--- config.mk ---
export PLATFORM = sky130hd
export DESIGN_NAME = operand_stream_tx_flat
export DESIGN_NICKNAME = d
export VERILOG_FILES = /design/src/rtl/operand_stream_tx_if.sv /design/src/rtl/operand_stream_tx.sv /design/src/flat_wrapper.sv
export SDC_FILE = /design/constraint.sdc
export NUM_CORES = 1
export LEC_CHECK = 0
export ABC_CLOCK_PERIOD_IN_PS = 15200
export CAP_MARGIN = 20
export CORE_ASPECT_RATIO = 0.6
export CORE_MARGIN = 5
export CORE_UTILIZATION = 47
export CTS_BUF_LIST = sky130_fd_sc_hd__clkbuf_4 sky130_fd_sc_hd__clkbuf_8 sky130_fd_sc_hd__clkbuf_16
export CTS_CLUSTER_DIAMETER = 80
export DETAILED_ROUTE_END_ITERATION = 10
export PLACE_DENSITY = 0.65
export SLEW_MARGIN = 20
export SYNTH_ARGS = -nofsm -noshare
export SYNTH_HDL_FRONTEND = slang
export SYNTH_SLANG_ARGS = --single-unit
--- constraint.sdc ---
create_clock -name clk -period 15.2 [get_ports clk]
set_clock_uncertainty 0.1 [all_clocks]
set_input_delay 2.28 -clock clk [delete_from_list [all_inputs] [get_ports clk]]
set_output_delay 2.28 -clock clk [all_outputs]
set_load 0.005 [all_outputs]
--- src/rtl/operand_stream_tx_if.sv ---
`default_nettype none
// ---------------------------------------------------------------------------
// operand_stream_tx_if : host push, job control and chip operand handshakes
// Rev 1.0
// ---------------------------------------------------------------------------
interface operand_stream_tx_if #(
   parameter int IO_DATA_WIDTH = 16,
   parameter int CNT_WIDTH     = 32
);
   logic                     host_a_push;
   logic [IO_DATA_WIDTH-1:0] host_a_data;
   logic                     host_a_full;
   logic                     host_b_push;
   logic [IO_DATA_WIDTH-1:0] host_b_data;
   logic                     host_b_full;
   logic [CNT_WIDTH-1:0]     cfg_a_words;
   logic [CNT_WIDTH-1:0]     cfg_b_words;
   logic                     go;
   logic                     busy;
   logic                     done;
   logic                     overflow;
   logic                     chip_start;
   logic                     chip_running;
   logic [IO_DATA_WIDTH-1:0] a_input;
   logic                     a_valid;
   logic                     a_ready;
   logic [IO_DATA_WIDTH-1:0] b_input;
   logic                     b_valid;
   logic                     b_ready;

   modport slave (
      input  host_a_push, host_a_data, host_b_push, host_b_data,
      input  cfg_a_words, cfg_b_words, go, chip_running, a_ready, b_ready,
      output host_a_full, host_b_full, busy, done, overflow, chip_start,
      output a_input, a_valid, b_input, b_valid
   );

   modport master (
      output host_a_push, host_a_data, host_b_push, host_b_data,
      output cfg_a_words, cfg_b_words, go, chip_running, a_ready, b_ready,
      input  host_a_full, host_b_full, busy, done, overflow, chip_start,
      input  a_input, a_valid, b_input, b_valid
   );
endinterface
`default_nettype wire

--- src/rtl/operand_stream_tx.sv ---
`default_nettype none
// ---------------------------------------------------------------------------
// operand_stream_tx : buffers host A/B operand words and streams a counted job
// Rev 1.0
// ---------------------------------------------------------------------------
module operand_stream_tx #(
   parameter int IO_DATA_WIDTH = 16,
   parameter int FIFO_DEPTH    = 8,
   parameter int CNT_WIDTH     = 32
) (
   input  wire logic           clk,
   input  wire logic           arst_in,
   operand_stream_tx_if.slave  bus
);
   localparam int c_AW = $clog2(FIFO_DEPTH);

   localparam logic [2:0] c_IDLE     = 3'd0;
   localparam logic [2:0] c_START    = 3'd1;
   localparam logic [2:0] c_WAIT_RUN = 3'd2;
   localparam logic [2:0] c_STREAM   = 3'd3;
   localparam logic [2:0] c_DRAIN    = 3'd4;
   localparam logic [2:0] c_DONE     = 3'd5;

   localparam logic [c_AW-1:0]      c_PTR_ONE   = c_AW'(1);
   localparam logic [c_AW:0]        c_CNT_ONE   = (c_AW+1)'(1);
   localparam logic [c_AW:0]        c_CNT_DEPTH = (c_AW+1)'(FIFO_DEPTH);
   localparam logic [CNT_WIDTH-1:0] c_REM_ONE   = CNT_WIDTH'(1);

   logic [2:0] r_state;
   logic [2:0] w_state_nxt;
   logic       r_overflow;
   logic       w_load;

   logic [1:0]               w_push_req;
   logic [1:0]               w_ready;
   logic [1:0]               w_valid;
   logic [1:0]               w_full;
   logic [1:0]               w_ovf_set;
   logic [1:0]               w_rem_zero_nxt;
   logic [IO_DATA_WIDTH-1:0] w_wdata [2];
   logic [IO_DATA_WIDTH-1:0] w_head  [2];
   logic [CNT_WIDTH-1:0]     w_cfg   [2];

   assign w_load     = (r_state == c_IDLE) & bus.go;
   assign w_push_req = {bus.host_b_push, bus.host_a_push};
   assign w_ready    = {bus.b_ready, bus.a_ready};
   assign w_wdata[0] = bus.host_a_data;
   assign w_wdata[1] = bus.host_b_data;
   assign w_cfg[0]   = bus.cfg_a_words;
   assign w_cfg[1]   = bus.cfg_b_words;

   for (genvar ch = 0; ch < 2; ch++) begin : g_ch
      logic [IO_DATA_WIDTH-1:0] r_mem [FIFO_DEPTH];
      logic [c_AW-1:0]          r_wr_ptr;
      logic [c_AW-1:0]          r_rd_ptr;
      logic [c_AW:0]            r_count;
      logic                     r_full;
      logic [CNT_WIDTH-1:0]     r_rem;
      logic                     w_pop;
      logic                     w_push;
      logic [c_AW:0]            w_count_nxt;
      logic [CNT_WIDTH-1:0]     w_rem_nxt;

      // A full FIFO still accepts a push when the head pops in the same cycle
      assign w_pop        = w_valid[ch] & w_ready[ch];
      assign w_push       = w_push_req[ch] & (~r_full | w_pop);
      assign w_ovf_set[ch] = w_push_req[ch] & r_full & ~w_pop;
      assign w_valid[ch]  = (r_state == c_STREAM) & (r_count != '0) & (r_rem != '0);
      assign w_full[ch]   = r_full;
      assign w_head[ch]   = r_mem[r_rd_ptr];

      always_comb begin
         w_count_nxt = r_count;
         if (w_push & ~w_pop) begin
            w_count_nxt = r_count + c_CNT_ONE;
         end else if (~w_push & w_pop) begin
            w_count_nxt = r_count - c_CNT_ONE;
         end
      end

      always_comb begin
         w_rem_nxt = r_rem;
         if (w_load) begin
            w_rem_nxt = w_cfg[ch];
         end else if (w_pop) begin
            w_rem_nxt = r_rem - c_REM_ONE;
         end
      end

      assign w_rem_zero_nxt[ch] = (w_rem_nxt == '0);

      always_ff @(posedge clk or posedge arst_in) begin
         if (arst_in) begin
            for (int i = 0; i < FIFO_DEPTH; i++) begin
               r_mem[i] <= '0;
            end
            r_wr_ptr <= '0;
            r_rd_ptr <= '0;
            r_count  <= '0;
            r_full   <= 1'b0;
            r_rem    <= '0;
         end else begin
            if (w_push) begin
               r_mem[r_wr_ptr] <= w_wdata[ch];
               r_wr_ptr        <= r_wr_ptr + c_PTR_ONE;
            end
            if (w_pop) begin
               r_rd_ptr <= r_rd_ptr + c_PTR_ONE;
            end
            r_count <= w_count_nxt;
            r_full  <= (w_count_nxt == c_CNT_DEPTH);
            r_rem   <= w_rem_nxt;
         end
      end
   end

   always_comb begin
      w_state_nxt = r_state;
      case (r_state)
         c_IDLE:     if (bus.go) w_state_nxt = c_START;
         c_START:    w_state_nxt = c_WAIT_RUN;
         c_WAIT_RUN: if (bus.chip_running) w_state_nxt = c_STREAM;
         c_STREAM:   if (&w_rem_zero_nxt) w_state_nxt = c_DRAIN;
         c_DRAIN:    if (!bus.chip_running) w_state_nxt = c_DONE;
         c_DONE:     w_state_nxt = c_IDLE;
         default:    w_state_nxt = c_IDLE;
      endcase
   end

   always_ff @(posedge clk or posedge arst_in) begin
      if (arst_in) begin
         r_state    <= c_IDLE;
         r_overflow <= 1'b0;
      end else begin
         r_state    <= w_state_nxt;
         r_overflow <= r_overflow | (|w_ovf_set);
      end
   end

   assign bus.busy        = (r_state != c_IDLE);
   assign bus.done        = (r_state == c_DONE);
   assign bus.chip_start  = (r_state == c_START);
   assign bus.overflow    = r_overflow;
   assign bus.host_a_full = w_full[0];
   assign bus.host_b_full = w_full[1];
   assign bus.a_input     = w_head[0];
   assign bus.a_valid     = w_valid[0];
   assign bus.b_input     = w_head[1];
   assign bus.b_valid     = w_valid[1];
endmodule
`default_nettype wire

--- src/flat_wrapper.sv ---
// flat-port wrapper written by rule: the top's interface ports become plain ports
module operand_stream_tx_flat 
#(
   parameter int IO_DATA_WIDTH = 16,
   parameter int FIFO_DEPTH    = 8,
   parameter int CNT_WIDTH     = 32
)
  (clk, arst_in, bus_host_a_push, bus_host_a_data, bus_host_b_push, bus_host_b_data, bus_cfg_a_words, bus_cfg_b_words, bus_go, bus_chip_running, bus_a_ready, bus_b_ready, bus_host_a_full, bus_host_b_full, bus_busy, bus_done, bus_overflow, bus_chip_start, bus_a_input, bus_a_valid, bus_b_input, bus_b_valid);
  operand_stream_tx_if #(.IO_DATA_WIDTH(IO_DATA_WIDTH), .CNT_WIDTH(CNT_WIDTH)) bus_i ();
  input  wire logic clk;
  input  wire logic arst_in;
  input wire logic [$bits(bus_i.host_a_push)-1:0] bus_host_a_push;
  input wire logic [$bits(bus_i.host_a_data)-1:0] bus_host_a_data;
  input wire logic [$bits(bus_i.host_b_push)-1:0] bus_host_b_push;
  input wire logic [$bits(bus_i.host_b_data)-1:0] bus_host_b_data;
  input wire logic [$bits(bus_i.cfg_a_words)-1:0] bus_cfg_a_words;
  input wire logic [$bits(bus_i.cfg_b_words)-1:0] bus_cfg_b_words;
  input wire logic [$bits(bus_i.go)-1:0] bus_go;
  input wire logic [$bits(bus_i.chip_running)-1:0] bus_chip_running;
  input wire logic [$bits(bus_i.a_ready)-1:0] bus_a_ready;
  input wire logic [$bits(bus_i.b_ready)-1:0] bus_b_ready;
  output wire logic [$bits(bus_i.host_a_full)-1:0] bus_host_a_full;
  output wire logic [$bits(bus_i.host_b_full)-1:0] bus_host_b_full;
  output wire logic [$bits(bus_i.busy)-1:0] bus_busy;
  output wire logic [$bits(bus_i.done)-1:0] bus_done;
  output wire logic [$bits(bus_i.overflow)-1:0] bus_overflow;
  output wire logic [$bits(bus_i.chip_start)-1:0] bus_chip_start;
  output wire logic [$bits(bus_i.a_input)-1:0] bus_a_input;
  output wire logic [$bits(bus_i.a_valid)-1:0] bus_a_valid;
  output wire logic [$bits(bus_i.b_input)-1:0] bus_b_input;
  output wire logic [$bits(bus_i.b_valid)-1:0] bus_b_valid;
  assign bus_i.host_a_push = bus_host_a_push;
  assign bus_i.host_a_data = bus_host_a_data;
  assign bus_i.host_b_push = bus_host_b_push;
  assign bus_i.host_b_data = bus_host_b_data;
  assign bus_i.cfg_a_words = bus_cfg_a_words;
  assign bus_i.cfg_b_words = bus_cfg_b_words;
  assign bus_i.go = bus_go;
  assign bus_i.chip_running = bus_chip_running;
  assign bus_i.a_ready = bus_a_ready;
  assign bus_i.b_ready = bus_b_ready;
  assign bus_host_a_full = bus_i.host_a_full;
  assign bus_host_b_full = bus_i.host_b_full;
  assign bus_busy = bus_i.busy;
  assign bus_done = bus_i.done;
  assign bus_overflow = bus_i.overflow;
  assign bus_chip_start = bus_i.chip_start;
  assign bus_a_input = bus_i.a_input;
  assign bus_a_valid = bus_i.a_valid;
  assign bus_b_input = bus_i.b_input;
  assign bus_b_valid = bus_i.b_valid;
  operand_stream_tx #(.IO_DATA_WIDTH(IO_DATA_WIDTH), .FIFO_DEPTH(FIFO_DEPTH), .CNT_WIDTH(CNT_WIDTH)) u_core (.clk(clk), .arst_in(arst_in), .bus(bus_i));
endmodule
After elaboration in Yosys (flattened, before gate mapping)

Index checks and enable logic that the tools add are counted.

Register bits after elaboration: 346
Latch bits: 0
Memory bits (writable): 0
Memory bits (read-only): 0
Output and inout bits: 40
Memories: 0

Add/subtract/negate cells: 10
Multipliers: 0
Divide/modulo/power cells: 0
Magnitude comparators: 6
Eq/ne operators: 11
Shift operators: 0
Multiplexer cells: 25
Bitwise operators: 30
Reductions and logical operators: 13

Operators with widths:

| kind                  | number |
|---|---|
| $bwmux 128            | 2 |
| $mux 32               | 4 |
| $bmux 16 s3           | 2 |
| $demux 16 s3          | 2 |
| $mux 16               | 6 |
| $logic_not 32->1      | 2 |
| $reduce_bool 32->1    | 2 |
| $sub 32x1->32 const B | 2 |
| $and 1x1->1           | 17 |
| $ge 4x4->1 const B    | 4 |
| $mux 4                | 4 |
| $not 3->4             | 4 |
| $pmux 3 s5            | 1 |
| $add 3x1->3 const B   | 4 |
| $mux 3                | 4 |
| $add 4x1->4 const B   | 2 |
| $eq 4x4->1 const B    | 2 |
| $lt 4x1->1 const B    | 2 |
| $ne 2x2->1 const B    | 4 |
| $reduce_bool 4->1     | 2 |
| $sub 4x1->4 const B   | 2 |
| $eq 3x2->1 const B    | 2 |
| $eq 3x3->1 const B    | 2 |
| $not 1->1             | 6 |
| other kinds (8)       | 11 |

Depth between registers and ports, before layout

Gate-level depths: netlist (run 1).

Depth after elaboration: 11
Mapped depth: 14
Mapped depth without buffers: 12

Least setup slack after synthesis (run 1)

OpenSTA, ideal clock, no wires.

Kind: input to register
From: input port bus_a_ready
To: register u_core.g_ch[0].r_mem[112] (netlist name)
Library setup time: 0.125 ns
Arrival time: 4.638 ns
Slack: 10.338 ns
Stages on the path: 9
Path through: nand4b_1 > nand2b_1 > a31o_2 > nand2_1 > nand2b_1 > clkbuf_1 > nor4_1 > clkbuf_1 > mux2_2

Cells in the longest elaborated chain, start to end: 3

RTL lines:

| item                            | RTL line                 | text |
|---|---|---|
| from (decl)                     | flat_wrapper.sv:20       | `input wire logic [$bits(bus_i.a_ready)-1:0] bus_a_ready;` |
| $and 1x1->1                     | operand_stream_tx.sv:65  | `assign w_pop = w_valid[ch] & w_ready[ch];` |
| $or 1x1->1                      | operand_stream_tx.sv:66  | `assign w_push = w_push_req[ch] & (~r_full \| w_pop);` |
| $and 1x1->1                     | operand_stream_tx.sv:66  |  |
| to (signal, indexed assignment) | operand_stream_tx.sv:104 | `r_mem[r_wr_ptr] <= w_wdata[ch];` |
| to (decl)                       | operand_stream_tx.sv:53  | `logic [IO_DATA_WIDTH-1:0] r_mem [FIFO_DEPTH];` |

Every way passes these cells.
A chain may end at the register's enable or synchronous reset.

Worst setup path in the final report (run 1)

From: input port bus_a_ready
To: register u_core.r_state[1]

Cells in the longest elaborated chain, start to end: 7

RTL lines:

| item                              | RTL line                 | text |
|---|---|---|
| $and 1x1->1                       | operand_stream_tx.sv:65  |  |
| $mux 32                           | operand_stream_tx.sv:85  | `end else if (w_pop) begin` |
| $mux 32                           | operand_stream_tx.sv:83  | `if (w_load) begin` |
| $logic_not 32->1                  | operand_stream_tx.sv:90  | `assign w_rem_zero_nxt[ch] = (w_rem_nxt == '0);` |
| $reduce_and 2->1                  | operand_stream_tx.sv:123 | `c_STREAM: if (&w_rem_zero_nxt) w_state_nxt = c_DRAIN;` |
| $ne 2x2->1 (no source line)       | --                       |  |
| $reduce_and 4->1 (no source line) | --                       |  |
| to (signal assigned)              | operand_stream_tx.sv:132 | `r_state <= c_IDLE;` |
| to (signal assigned)              | operand_stream_tx.sv:135 | `r_state <= w_state_nxt;` |
| to (decl)                         | operand_stream_tx.sv:29  | `logic [2:0] r_state;` |

Every way passes these cells.

==> results.md, run 1 <==
- Sw Ratio: around a third
- Top cells by count, synth: 346 x dfrtp_1, 293 x mux2_2, 94 x nor2_1, 64 x mux4_2, 60 x nand2_1
- Standard-cell rows: 53
- Vias/cell: 5.93
- EDFF count, synth: 0
- Clock transition at the registers of the reported paths: 0.06 ns
- Final Core Density: 56.9%
- Hold EP: u_core.g_ch[1].r_wr_ptr[2]
- Syn nets: ~1400
- CP max-delay cell: a2111oi_0
- Tcrit/Tclk final: about two fifths
- CP startpoint kind: primary input
- Critical-path cell list: clkdlybuf4s50_1 -> nand4b_1 -> nor3_1 -> nand4b_1 -> nor4_1 -> xor2_1 -> or3b_2 -> a2111oi_0 -> and4_1 -> and3_1 -> a211oi_1
- Delay-heaviest family, CP: simple AND/OR/NAND/NOR gates
- Post-Route WL: 43900 um
- Post-DP Area: ~0.019 mm^2
- Clock root buffer: clkbuf_16
- Area grow syn2layout: 18.6%
- Antenna diodes: 0
- FF-to-FF path depth: 12
- Final hold slack: 0.390 ns
- Hold/Removal Path Class: flip-flop to flip-flop
- P_sw: between 1 and 1.5 mW
- Flops & latches, synth: 346
- Setup TNS: 0 ns
- Status: complete, no violations
- Ys Warns: 0
- Pleak: 8.16 nW
- Critical path origin: bus_a_ready
- Post-synthesis instance area: about 0.017 mm^2
- Met3 Wirelength: roughly 3700 um
- DR WL/cell: 22.6 um
- FILL cells: 2896
- CP max FO: 4
- Total vias in the final route: between 10000 and 15000
- Reg area: 0.00866 mm^2
- Multi-input logic area: 0.00803 mm^2
- Async SR Flop Fraction: 100%
- Syn Inst Count: 1320
- First-pass GRT wire length: around 69000 um
- Clock sinks: 346
- Placer Congestion: 0.951
- Max_slew headroom: roughly 28%
- CP peak stage delay: 0.85 ns
- Final setup viols: 0
- Later-pin clock latency in the skew report: 0.52 ns
- Power per cell area: 220 mW/mm^2
- CTS H-tree lvls: 2
- Initial DRC count: 942
- Flop pwr share: just under 40%
- # port buffers: between 100 and 150
- Int Pwr: 2.98 mW
- CP dominant cell by count: nand4b_1
- Worst vdd ir: 130 uV
- Post-synthesis sequential area ratio: 51.0%
- Die W: 255 um
- Post-DRT Antenna Nets: 0
- Top-Level Pins: ~140
- Post-CTS setup buffers: 0
- Hold_sp: u_core.g_ch[1].r_wr_ptr[2]
- Post-CTS Hold Fix Bufs: 0
- Met2 WL: 19000 um
- CTS Buf Count: 36
- DIE AREA: around 0.040 mm^2
- Starting Density: about half
- Cell accounting for the most synthesized area: dfrtp_1
- Setup crit end kind: flip-flop
- Synth top area share: 51.0%
- Routed met1 length: between 20000 and 25000 um
- Reg2reg start: u_core.g_ch[0].r_rem[0]
- Gr ovfl total: 0
- Worst EP required: 15.48 ns
- Gr usage total: 21.8%
- Final Power: around 4.4 mW
- Main flop type after synthesis: dfrtp_1
- Top cells by area, synth: dfrtp_1 51%, mux2_2 19%, mux4_2 8.5%
- WS Path Type: primary input to flip-flop
- Vias in the first global route: 11800
- DRC viols: 0
- Clk pwr share: between 10% and 20%
- 1st-pass router iterations: 5
- Final min period: 5.96 ns
- DP HPWL: 29700 um
- Final instance area: 0.0201 mm^2
- Largest net degree at the start of global routing: 182
- Combinational power share: 41.3%
- Post-CTS sizing: 0
- F_max: between 0.15 and 0.2 GHz
- RSZ-0062 raised after global routing: no
- Max cap viols: 0
- Die Height: 157 um
- Layout cells sized above 1: 32.2%
- Least-Margin Pin Slew: 1.08 ns
- Initial antenna violation count: 1
- R2R Path End: u_core.r_state[1]
- Top sig layer: met5
- Max Transition Viols Final: 0
- Nets: 1566
- TritonCTS clock tree: yes
- Core region area: between 0.03 and 0.04 mm^2
- Hold path depth: 1
- Max Root-Sink Buffers: 3
- Crit path DAT: 6.24 ns
- Reg2reg setup slack: around 11 ns
- Mean area per synthesized cell: 12.9 um^2
- Most frequent cell after synthesis: dfrtp_1
- Synth unique cells: 68
- CP Buf/Inv Count: 1
- Final Hold Vio Count: 0
-- registers in the layout (all words and copies together), names as in the netlist --
register	flops
u_core.bus.overflow	1
u_core.bus.host_a_full	1
u_core.r_state	3
u_core.g_ch.r_rem	64
u_core.bus.host_b_full	1
u_core.g_ch.r_rd_ptr	6
u_core.g_ch.r_mem	256
u_core.g_ch.r_count	8
u_core.g_ch.r_wr_ptr	6
-- worst max path at each step --
stage,end,slack [ns],depth (start not counted)
6_report,u_core.r_state[1],9.24,11
3_5_place_dp,u_core.r_state[1],8.89,11
2_1_floorplan,u_core.bus.host_a_full,3.23,1
3_3_place_gp,u_core.r_state[1],8.99,11
4_1_cts,u_core.r_state[1],9.44,11
5_1_grt,u_core.r_state[1],9.17,11
-- power groups by stage --
stage / clock network, mW / registers, mW / logic [mW]
floorplan: 0 / 1.58 / 1.32
global route: 0.936 / 1.78 / 1.98
global placement: 0 / 1.71 / 1.80
CTS: 0.898 / 1.72 / 1.84
detailed placement: 0 / 1.73 / 1.83
finish: 0.877 / 1.72 / 1.83
-- routing by layer --
metal  track usage (%)  vias to the layer above
li1                  -                     5182
met2              32.1                      330
met5                 0                        -
met1              32.5                     5927
met3              6.80                       61
met4              4.24                        2
-- metrics by stage --
step	worst slack, ns	cells
after CTS	9.44	1940
after floorplan	3.23	1320
after detailed placement	8.89	1878
after global placement	8.99	1876
after global routing	9.17	1941
final	9.24	1941
-- layout by cell type, fill, tap and decap left out, types with 4 or more instances in the layout --
cell type / count
o31ai_1: 6
nand2b_1: 6
xor2_1: 22
clkbuf_8: 7
nor3_1: 34
or3b_2: 5
xnor2_1: 35
or3_1: 15
nor4b_1: 7
clkbuf_4: 9
and4_1: 5
nand3b_1: 4
inv_1: 13
ha_1: 12
nand3_1: 27
a31oi_1: 11
nand4_1: 14
o211ai_1: 4
clkdlybuf4s50_1: 143
nand4b_1: 8
o21ai_0: 23
buf_4: 16
nand2_1: 59
nor3b_1: 6
a21oi_1: 36
clkbuf_16: 37
nor4_1: 23
dfrtp_1: 344
or4_1: 10
mux2_2: 293
nor2_1: 94
clkinv_2: 8
mux4_2: 64
nor3_2: 7
-- area by class of cell --
class | instances | share of cell area, %
multi-input combinational | 888 | 39.9
inverter | 14 | 0.298
sequential | 346 | 43.0
clock inverter | 9 | 0.348
tap | 467 | 2.90
timing repair buffer | 164 | 8.11
clock buffer | 53 | 5.41
-- worst register-to-register path, delay by kind of cell (launching register included) --
kind                     cells  cell delay (ns)
AND/OR/NAND/NOR              7             2.61
flip-flops                   1             0.42
AO/OA/AOI/OAI                2             0.94
adder cells (fa/ha/maj)      1             0.16
XOR/XNOR                     1             0.17
buffers and inverters        1             0.10
-- cell families after synthesis --
kind of cell	after synthesis	share of synthesized area, %
buf+inv	86	1.97
compound gates	110	4.15
xor+xnor	58	3.04
fa+ha+maj	12	0.884
simple gates	349	10.9
mux	359	28.0
flops	346	51.0
(Power assumes the default switching activity.)
==> inputs of run 2 (changes only) <==
ABC_CLOCK_PERIOD_IN_PS = 5600   (was 15200)
clock period = 5.6 ns   (was 15.2 ns; I/O delays follow)
==> results.md, run 2 (synthesis gave the netlist of run 1 again) <==
- Setup TNS: 0 ns (unchanged)
- DIE AREA: 0.0401 mm^2 (unchanged)
- Die W: 255 um (unchanged)
- Core region area: 0.0353 mm^2 (unchanged)
- Commonest non-fill, non-tap cell in the layout: dfrtp_1
- Reg2reg setup slack: 1.12 ns (-9.45 ns)
- Largest regs: u_core.g_ch.r_mem (256), u_core.g_ch.r_rem (64), u_core.g_ch.r_count (8)
- Max Root-Sink Buffers: 3 (unchanged)
- Hold path depth: 1 (unchanged)
- Placer Congestion: 0.944 (-0.77%)
- Final min period: 4.48 ns
- Post-Route WL: 44100 um (+0.53%)
- Vias in the first global route: 11800 (-0.085%)
- Clock transition at the registers of the reported paths: 0.07 ns (about the same)
- Antenna diodes: 0 (unchanged)
- CTS Buf Count: 34 (-5.6%)
- Largest register FFs: 256 (unchanged)
- Pleak: 8.16 nW (about the same)
- F_max: 0.223 GHz
- # port buffers: 143 (unchanged)
- CP startpoint kind: flip-flop
- DRC viols: 0 (unchanged)
- Hold_sp: u_core.g_ch[1].r_wr_ptr[2]
- Final Hold Vio Count: 0 (unchanged)
- Hold/Removal Path Class: flip-flop to flip-flop
- First-pass GRT wire length: 70000 um (+0.87%)
- Largest net degree at the start of global routing: 161 (-12%)
- Hold EP: u_core.g_ch[1].r_wr_ptr[2]
- Die Height: 157 um (unchanged)
- Max_slew headroom: 23.5% (-4.0 points)
- FILL cells: 2916 (+0.69%)
- Initial antenna violation count: 1 (unchanged)
- Max Transition Viols Final: 0 (unchanged)
- TritonCTS clock tree: yes
- R2R Path End: u_core.r_state[1]
- CTS H-tree lvls: 2 (unchanged)
- Post-CTS setup buffers: 0 (unchanged)
- WS Path Type: flip-flop to flip-flop
- Clock sinks: 346 (unchanged)
- Power per cell area: 601 mW/mm^2 (+170%)
- Area grow syn2layout: 18.7%
- Initial DRC count: 896 (-4.9%)
- Post-DP Area: 0.0190 mm^2 (+0.18%)
- Largest reg by FF count: u_core.g_ch.r_mem
- 1st-pass router iterations: 5 (unchanged)
- Post-CTS sizing: 0 (unchanged)
- Final setup viols: 0 (unchanged)
- Gr usage total: 22.1% (+0.30 points)
- DR WL/cell: 22.8 um (+0.58%)
- Clock root buffer: clkbuf_16
- DP HPWL: 29700 um (+0.11%)
- Total vias in the final route: 11400 (-0.77%)
- Worst vdd ir: 290 uV (+120%)
- Status: complete, no violations
- CP max FO: 7 (+3)
- Max cap viols: 0 (unchanged)
- RSZ-0062 raised after global routing: no
- Starting Density: 48.0% (unchanged)
- Vias/cell: 5.88 (-0.72%)
- Top-Level Pins: 144 (unchanged)
- Crit path DAT: 4.78 ns (-1.46 ns)
- Final instance area: 0.0202 mm^2 (+0.12%)
- Reg2reg start: u_core.g_ch[0].r_rem[0]
- FF-to-FF path depth: 12 (unchanged)
- Gr ovfl total: 0 (unchanged)
- Layout cells sized above 1: 32.1% (-0.046 points)
- Least-Margin Pin Slew: 1.15 ns (+0.0656 ns)
- Post-CTS Hold Fix Bufs: 0 (unchanged)
- Setup crit end kind: flip-flop
- Most frequent cells in the layout: 344 x dfrtp_1, 293 x mux2_2, 143 x clkdlybuf4s50_1
- Later-pin clock latency in the skew report: 0.53 ns (about the same)
- Tcrit/Tclk final: 80.0%
- Worst EP required: 5.90 ns (-9.58 ns)
- Post-DRT Antenna Nets: 0 (unchanged)
- Standard-cell rows: 53 (unchanged)
- Nets: 1566 (unchanged)
[run 2: cell types whose count changed in the layout (fill, tap and decap cells not counted), moves of 2 or more]
cell / change
clkbuf_4: -2
buf_6: -3
buf_12: +2
buf_4: +4
inv_6: +2
nor2_2: +2
nor2_1: -2
bufinv_16: +3
clkinv_2: -5
clkbuf_16: -3
[run 2: how the worst max path moves through the flow]
stage                       startpoint                      to  slack (ns)
3_5_place_dp               bus_a_ready       u_core.r_state[1]        0.79
5_1_grt        u_core.g_ch[0].r_rem[0]       u_core.r_state[1]        0.79
6_report       u_core.g_ch[0].r_rem[0]       u_core.r_state[1]        1.12
3_3_place_gp               bus_a_ready       u_core.r_state[1]        0.95
2_1_floorplan                  arst_in  u_core.bus.host_a_full        0.03
4_1_cts        u_core.g_ch[0].r_rem[0]       u_core.r_state[1]        1.22
[run 2: per-stage QoR]
| stage | total power, mW | util, % | setup slack, ns | cells | hold slack (ns) |
|---|---|---|---|---|---|
| 6_report | 12.1 | 57.0 | 1.12 | 1940 | 0.384 |
| 5_1_grt | 12.9 | 57.0 | 0.795 | 1940 | 0.399 |
| 4_1_cts | 12.2 | 57.0 | 1.22 | 1940 | 0.387 |
| 3_5_place_dp | 9.68 | 53.7 | 0.785 | 1881 | 0.370 |
| 3_3_place_gp | 9.53 | 53.7 | 0.946 | 1881 | 0.371 |
| 2_1_floorplan | 7.85 | - | 0.0295 | 1320 | 0.350 |
[run 2: report_power, final]
part           total [mW]  leakage (nW)  switching [mW]  internal, mW
clock                2.45         0.593           0.996          1.45
sequential           4.71          4.21           0.993          3.72
combinational        4.95          3.36            1.97          2.97
[run 2: worst max-delay path, stage by stage (launching register included)]
cell and delay, ns:
dfrtp_1 0.41, inv_1 0.09, ha_1 0.17, or3b_2 0.55
nor3_1 0.46, nand4b_1 0.25, nor4_1 0.29, xor2_1 0.16
or3b_2 0.46, a2111oi_0 0.79, and4_1 0.31, and3_1 0.22
a211oi_1 0.09
[run 2: final cells by class]
type | count | area [um^2] | share of cell area (%)
well taps | 467 | 584 | 2.90
multi-input cells | 888 | 8030 | 39.8
clock inverters | 10 | 169 | 0.838
repair buffers | 166 | 1640 | 8.15
inverters | 14 | 56.3 | 0.279
flip-flops and latches | 346 | 8660 | 43.0
clock buffers | 49 | 1010 | 5.03
[run 2: routing by layer]
layer / global-route usage, % / vias to the layer above / wire (um)
met2: 32.4 / 336 / 18900
met1: 33.3 / 5862 / 21000
met3: 6.75 / 43 / 3670
met4: 3.75 / 2 / 512
li1: - / 5170 / -
met5: 0 / - / 7
